[src/rtl/i2c_sched_pkg.sv]
`default_nettype none
// ============================================================================
// Module      : i2c_sched_pkg
// Description : Shared types and constants for the I2C command scheduler.
// Revision    : 1.0 - initial release
// ============================================================================
package i2c_sched_pkg;

    typedef enum logic [1:0] {
        IDLE   = 2'd0,
        LAUNCH = 2'd1,
        WAIT   = 2'd2,
        REPORT = 2'd3
    } state_t;

    typedef logic [23:0] frame_t;

    localparam int N_REQ = 2;

endpackage
`default_nettype wire

[src/rtl/i2c_cmd_scheduler.sv]
`default_nettype none
// ============================================================================
// Module      : i2c_cmd_scheduler
// Description : Round-robin arbiter sharing one I2C write engine between the
//               initializer and runtime control, with NACK retry.
// Revision    : 1.0 - initial release
// ============================================================================
module i2c_cmd_scheduler
    import i2c_sched_pkg::*;
#(
    parameter int N_RETRY = 3
) (
    input  logic             i_clk,
    input  logic             i_rst,
    input  logic [N_REQ-1:0] i_req,
    input  frame_t           i_frame0,
    input  frame_t           i_frame1,
    output logic [N_REQ-1:0] o_done,
    output logic [N_REQ-1:0] o_err,
    output logic             o_busy,
    output logic             o_eng_start,
    output frame_t           o_eng_frame,
    input  logic             i_eng_done,
    input  logic             i_eng_nack
);

    localparam int                 c_cnt_w   = (N_RETRY > 0) ? $clog2(N_RETRY + 1) : 1;
    localparam logic [c_cnt_w-1:0] c_cnt_max = c_cnt_w'(N_RETRY);

    state_t               r_state, w_state_nxt;
    frame_t               r_frame, w_frame_nxt;
    logic                 r_sel,   w_sel_nxt;
    logic                 r_last,  w_last_nxt;
    logic                 r_err,   w_err_nxt;
    logic [c_cnt_w-1:0]   r_cnt,   w_cnt_nxt;
    logic                 w_grant;

    // On a tie the requester that was not served last wins.
    assign w_grant = (i_req == 2'b11) ? ~r_last : i_req[1];

    always_comb begin
        w_state_nxt = r_state;
        w_frame_nxt = r_frame;
        w_sel_nxt   = r_sel;
        w_last_nxt  = r_last;
        w_err_nxt   = r_err;
        w_cnt_nxt   = r_cnt;
        case (r_state)
            IDLE: begin
                if (|i_req) begin
                    w_sel_nxt   = w_grant;
                    w_frame_nxt = w_grant ? i_frame1 : i_frame0;
                    w_cnt_nxt   = '0;
                    w_err_nxt   = 1'b0;
                    w_state_nxt = LAUNCH;
                end
            end
            LAUNCH: begin
                w_state_nxt = WAIT;
            end
            WAIT: begin
                if (i_eng_done) begin
                    if (!i_eng_nack) begin
                        w_err_nxt   = 1'b0;
                        w_state_nxt = REPORT;
                    end else if (r_cnt < c_cnt_max) begin
                        w_cnt_nxt   = r_cnt + c_cnt_w'(1);
                        w_state_nxt = LAUNCH;
                    end else begin
                        w_err_nxt   = 1'b1;
                        w_state_nxt = REPORT;
                    end
                end
            end
            REPORT: begin
                w_last_nxt  = r_sel;
                w_state_nxt = IDLE;
            end
            default: begin
                w_state_nxt = IDLE;
            end
        endcase
    end

    always_ff @(posedge i_clk) begin
        if (i_rst) begin
            r_state <= IDLE;
            r_frame <= '0;
            r_sel   <= 1'b0;
            r_last  <= 1'b1;
            r_err   <= 1'b0;
            r_cnt   <= '0;
        end else begin
            r_state <= w_state_nxt;
            r_frame <= w_frame_nxt;
            r_sel   <= w_sel_nxt;
            r_last  <= w_last_nxt;
            r_err   <= w_err_nxt;
            r_cnt   <= w_cnt_nxt;
        end
    end

    // Outputs are pure decodes of registered state.
    assign o_busy      = (r_state != IDLE);
    assign o_eng_start = (r_state == LAUNCH);
    assign o_eng_frame = r_frame;
    assign o_done      = (r_state == REPORT) ? {r_sel, ~r_sel} : 2'b00;
    assign o_err       = ((r_state == REPORT) && r_err) ? {r_sel, ~r_sel} : 2'b00;

endmodule
`default_nettype wire

[config.mk]
export PLATFORM = sky130hd
export DESIGN_NAME = i2c_cmd_scheduler
export DESIGN_NICKNAME = d
export VERILOG_FILES = /design/src/rtl/i2c_sched_pkg.sv /design/src/rtl/i2c_cmd_scheduler.sv
export SDC_FILE = /design/constraint.sdc
export NUM_CORES = 1
export LEC_CHECK = 0
export BUFFER_PORTS_ARGS = -buffer_cell sky130_fd_sc_hd__buf_2
export CORE_AREA = 5 5 68 64
export CTS_BUF_LIST = sky130_fd_sc_hd__clkbuf_16
export CTS_CLUSTER_DIAMETER = 60
export DETAILED_ROUTE_END_ITERATION = 12
export DIE_AREA = 0 0 73 69
export PLACE_DENSITY = 0.81
export SYNTH_ARGS = -nofsm -noshare
export SYNTH_HDL_FRONTEND = slang
export SYNTH_SLANG_ARGS = --single-unit
[constraint.sdc]
create_clock -name i_clk -period 1.3 [get_ports i_clk]
set_input_delay 0.13 -clock i_clk [delete_from_list [all_inputs] [get_ports i_clk]]
set_output_delay 0.13 -clock i_clk [all_outputs]
set_load 0.02 [all_outputs]
-- Yosys cells after proc, flatten, opt, wreduce, memory -nomap -nowiden
Cells that the tools add are included.
- flip-flop bits (word level): 31
- bits of input ports: 54
- output and inout bits: 30
- word-level logic and storage cells: 47
- add/sub/neg operators: 1
- $lt $le $gt $ge: 1
- equal/unequal tests: 9
- multiplexer cells: 19
- bitwise gates (word level): 2
- reductions and logical operators: 9
- operators by type and width (cell ; number):
    2-to-1 mux 24 bit ; 1
    2-to-1 mux 2 bit ; 10
    != test 2 bit, second input constant ; 4
    one-hot mux 2 bit (4 select lines) ; 1
    equality test 2 bit, second input constant ; 3
    2-to-1 mux 1 bit ; 5
    AND reduction 5 bit ; 1
    one-hot mux 2 bit (2 select lines) ; 1
    AND reduction 2 bit ; 2
    AND reduction 4 bit ; 1
    nonzero test 2 bit ; 2
    != test 3 bit, second input constant ; 1
    adder 2 x 1 -> 2 bit, second input constant ; 1
    equality test 2 x 1 -> 1 bit, second input constant ; 1
    logical NOT 2 bit ; 1
    less-than comparator 2 bit, second input constant ; 1
    inverter 1 bit ; 2
    one-hot mux 1 bit (2 select lines) ; 1
    OR reduction 2 bit ; 1
    logical AND 1 bit ; 1

-- Longest topological paths before layout
- word-level depth: 5
- mapped depth: 6
- mapped depth without buffers: 4

-- Worst setup path before layout
Ideal clock, no wire load.
- path type: flip-flop to output port
- start: register r_state[1]
- end: output o_err[0]
- data arrival time: 1.138 ns
- required time: 1.170 ns
- setup slack: 0.032 ns
- cell stages (with the launch flop): 4
- path buffers: 0
- cells stage by stage: dfxtp_1 -> nand2_1 -> nor2_1 -> and2_1
- longest elaborated chain between the ends: 3
- RTL lines (element ; RTL line ; source):
    from (decl) ; i2c_cmd_scheduler.sv:30 ; state_t r_state, w_state_nxt;
    from (signal assigned) ; i2c_cmd_scheduler.sv:94 ; r_state <= w_state_nxt;
    equality test 2 bit ; i2c_cmd_scheduler.sv:108 ; assign o_err = ((r_state == REPORT) && r_err) ? {r_sel, ~r_sel} : 2'b00;
    logical AND 1 bit ; i2c_cmd_scheduler.sv:108 ;
    2-to-1 mux 2 bit ; i2c_cmd_scheduler.sv:108 ;
    to (decl) ; i2c_cmd_scheduler.sv:19 ; output logic [N_REQ-1:0] o_err,
No other way between the ends.

-- Worst setup path in the final report
- start: register r_cnt[0]
- end: register r_cnt[0]
- longest elaborated chain between the ends: 5
- elaborated cells on any way between the ends: 8
- those cells by class: 1 x add/sub; 1 x order compare; 1 x eq/ne; 4 x mux; 1 x reduce/logical
- RTL lines (element ; RTL line ; source):
    from (decl) ; i2c_cmd_scheduler.sv:35 ; logic [c_cnt_w-1:0] r_cnt, w_cnt_nxt;
    from (signal assigned) ; i2c_cmd_scheduler.sv:99 ; r_cnt <= w_cnt_nxt;
    adder 2 x 1 -> 2 bit ; i2c_cmd_scheduler.sv:67 ; w_cnt_nxt = r_cnt + c_cnt_w'(1);
    2-to-1 mux 2 bit ; i2c_cmd_scheduler.sv:66 ; end else if (r_cnt < c_cnt_max) begin
    2-to-1 mux 2 bit ; i2c_cmd_scheduler.sv:63 ; if (!i_eng_nack) begin
    2-to-1 mux 2 bit ; i2c_cmd_scheduler.sv:62 ; if (i_eng_done) begin
    one-hot mux 2 bit (2 select lines) ; i2c_cmd_scheduler.sv:48 ; case (r_state)
Several ways; a longest one is shown, not always the timed one. The select of a mux whose other input is x is not followed.
A chain may end at the register's enable or synchronous reset.

==> flow_metrics.py <==
metrics = {
    "run_status": {
        "outcome": "finished with violations",
        "violations": "negative setup slack",
    },
    "timing": {
        "fmax_mhz": 768,
        "finalClockSkew_ns": 0.00543,
        "grt_setup_unrepaired": "true",
        "worst_slew_pin_slew_ns": 0.587,
        "fin_ws_ns": -0.00288,
        "slew_viol_final": 0,
        "hold_violations": 0,
        "slew_headroom_pct": 60.9,
        "finalCriticalPeriod_ns": 1.30,
        "setup_violations": 1,
        "whs_ns": 0.117,
        "finalCritPeriodShare_pct": 100,
    },
    "power_and_ir_drop": {
        "swShare_pct": 28.5,
        "p_leak_nw": 1.02,
        "power_per_cell_area_nw_per_um2": 1450,
        "p_int_w": 0.00226,
        "power.share.sequential_pct": 35.6,
        "combPwrFrac_pct": 24.0,
        "p_sw_w": 0.000904,
        "ir_drop_uv": 749,
        "pwr-share-clk_pct": 40.4,
    },
    "clock_network": {
        "clock-sinks": 31,
        "clkLatencyLatePin_ns": 0.27,
        "cts_buffer_depth": 2,
        "cts_hold_buffers": 0,
        "cts_max_level": 2,
        "cts_tree": "done",
        "clk_pin_slew_ns": 0.05,
        "cts_root_buffer": "clkbuf_16",
        "numCtsBuffers": 5,
    },
    "floorplan": {
        "ios": 84,
        "rows": 21,
        "die_w_um": 73,
        "core_region_area_um2": 3570,
        "die_h_um": 69,
        "start_util_pct": 41.2,
        "die-area_um2": 5040,
    },
    "yosys": {
        "synth_edf_count": 0,
        "syn-num-nets": 235,
        "async_flop_share_pct": 0,
        "ys_types": 29,
        "synth_area_um2": 1470,
        "synth_top_area_share_pct": 42.2,
        "synth.area.top_cells": "dfxtp_1 42%, a311oi_1 14%, nand2_1 13%, a21oi_1 9.5%, buf_4 2.6%",
        "netlist_instances": 180,
        "yosysWarnings": 0,
        "netlist_top_cells_count": "50 x nand2_1, 31 x dfxtp_1, 28 x a21oi_1",
        "synth_top_area_cell": "dfxtp_1",
        "synth.most_common_cell": "nand2_1",
        "synth_seq_cells": 31,
        "synth-seq-area-share_pct": 42.2,
        "ys.flop_type": "dfxtp_1",
        "synth_area_per_cell_um2": 8.17,
    },
    "global_routing": {
        "grt_pass1_wl_um": 7250,
        "grt_max_degree": 32,
        "grt_overflow": 0,
        "grt_pass1_vias": 1552,
        "grt_antenna_before_repair": 0,
        "grtUsageTotal_pct": 18.1,
    },
    "cells_and_area": {
        "n_antenna_cell": 0,
        "areaGrowthSynthToFinish_pct": 48.5,
        "layout.nets": 322,
        "stdcell_count": 314,
        "drive_gt1_share_pct": 42.9,
        "final_area_um2": 2180,
        "fillerInstances": 349,
        "fin_util_pct": 61.1,
    },
    "placed_design": {
        "dpl_cell_area_um2": 1970,
        "place_congestion": 0.727,
        "dp_slack_ns": -0.0222,
        "dp_cells": 305,
        "io_buffers": 83,
        "dp_hpwl_um": 3230,
    },
    "job": {
        "cap_violations": 0,
    },
    "setup_path": {
        "endpoint_kind": "flop",
        "cp_max_fo": 5,
        "startpoint_type": "flop",
        "crit_required_ns": 1.50,
        "reg2reg_slack_ns": -0.003,
        "regToRegStartpoint": "r_cnt[0]$_SDFFE_PP0P_",
        "critical_path_class": "flop to flop",
        "reg2reg_depth": 4,
        "r2r-end": "r_cnt[0]$_SDFFE_PP0P_",
        "arrival_ns": 1.50,
    },
    "routing": {
        "drt_first_pass_iters": 4,
        "drc": 0,
        "via_per_inst": 5.25,
        "wl_per_cell_um": 14.4,
        "finalWirelength_um": 4540,
        "vias": 1647,
        "antenna_left": 0,
        "drtIter0Drc": 150,
    },
    "worst_hold_path": {
        "hold_path_depth": 3,
        "hold_class": "input pin to flop",
        "whs_endpoint": "o_eng_frame[18]$_SDFFE_PP0P_",
        "worstHoldStart": "i_frame0[18]",
    },
}
## registers in the layout, indices dropped and copies added (netlist names)
register     cells
r_last           1
r_sel            1
r_err            1
r_state          2
o_eng_frame     24
r_cnt            2
## placed cells by master (no fill, tap or decap)
master     netlist  final
a211o_1          1      1
a21bo_1          1      1
a21boi_4         1      1
a21oi_1         28     27
a21oi_2          0      1
a311oi_1        24     24
a41oi_1          1      1
and2_1           2      2
and3_4           0      1
buf_12           0      2
buf_2            7     81
buf_4            5     12
bufinv_16        0      1
clkbuf_16        0      5
clkinv_1         0      1
clkinv_2         0      1
dfxtp_1         31     28
dfxtp_2          0      1
dfxtp_4          0      2
ha_4             0      1
inv_1            2      2
inv_4            1      1
nand2_1         50     49
nand2_2          0      1
nand2b_1         2      2
nand3_1          1      1
nand3b_1         1      1
nor2_1           3      2
nor2_2           0      1
nor2_4           2      2
nor2b_1          2      2
nor3_1           1      1
nor3b_1          1      1
nor4_1           1      1
o21ai_0          1      1
o221ai_1         2      2
or2_1            1      1
or3_1            3      2
or3_4            0      1
## power by group through the flow
| stage | Sequential, W | Combinational, W | Clock, W |
|---|---|---|---|
| finish | 0.00113 | 0.000760 | 0.00128 |
| global placement | 0.00114 | 0.000744 | 0 |
| CTS | 0.00113 | 0.000760 | 0.00131 |
| floorplan | 0.00125 | 0.000341 | 0 |
| global route | 0.00114 | 0.000825 | 0.00137 |
| detailed placement | 0.00114 | 0.000756 | 0 |
## routing by layer
| layer | GRT usage [%] | share of wire (%) | wire (µm) |
|---|---|---|---|
| met5 | 0 | 0 | 0 |
| met4 | 9.22 | 1.8 | 83 |
| met3 | 4.36 | 9.0 | 407 |
| met2 | 30.1 | 49 | 2240 |
| met1 | 21.0 | 40 | 1800 |
## logic make-up (layout without fill, tap and decap cells)
| family | after synthesis | in the layout | share of synthesized area [%] |
|---|---|---|---|
| simple gates | 71 | 71 | 21.9 |
| flops | 31 | 31 | 42.2 |
| compound gates | 59 | 59 | 28.5 |
| fa+ha+maj | 1 | 1 | 0.850 |
| buf+inv | 18 | 106 | 6.63 |
## how the worst max path moves through the flow
stage,start,end,cells after the start
2_1_floorplan,r_state[1]$_SDFFE_PP0P_,o_err[0],3
3_3_place_gp,r_cnt[0]$_SDFFE_PP0P_,r_cnt[0]$_SDFFE_PP0P_,4
3_5_place_dp,r_cnt[0]$_SDFFE_PP0P_,r_cnt[0]$_SDFFE_PP0P_,4
4_1_cts,r_state[0]$_SDFFE_PP0P_,o_err[1],3
5_1_grt,r_cnt[0]$_SDFFE_PP0P_,r_cnt[0]$_SDFFE_PP0P_,4
6_report,r_cnt[0]$_SDFFE_PP0P_,r_cnt[0]$_SDFFE_PP0P_,4
## worst max-delay path: stages, from the launching register on
cell      delay (ns)
dfxtp_2         0.34
ha_4            0.16
nand3b_1        0.23
or3_4           0.37
a21oi_2         0.13
## cell type report
type                       instances  area [µm²]  share of cell area [%]
tap                               46        57.6                    2.63
clock buffer                       5         125                    5.73
multi-input combinational        131         785                    35.9
inverter                           3        13.8                   0.630
sequential                        31         629                    28.8
timing repair buffer              95         536                    24.5
clock inverter                     3        38.8                    1.78
## what timing repair did
action,in CTS,in global routing
pin swaps,1,0
gates resized for setup,7,7
buffers inserted,1,0
setup endpoints to repair,6,5
## metrics by stage
| stage | power, W | TNS (ns) |
|---|---|---|
| 5_1_grt | 0.00334 | -0.142 |
| 3_3_place_gp | 0.00188 | 0 |
| 6_report | 0.00317 | -0.00288 |
| 3_5_place_dp | 0.00190 | -0.0222 |
| 2_1_floorplan | 0.00159 | 0 |
| 4_1_cts | 0.00319 | 0 |
No activity file was read; power rests on OpenSTA's default activity.
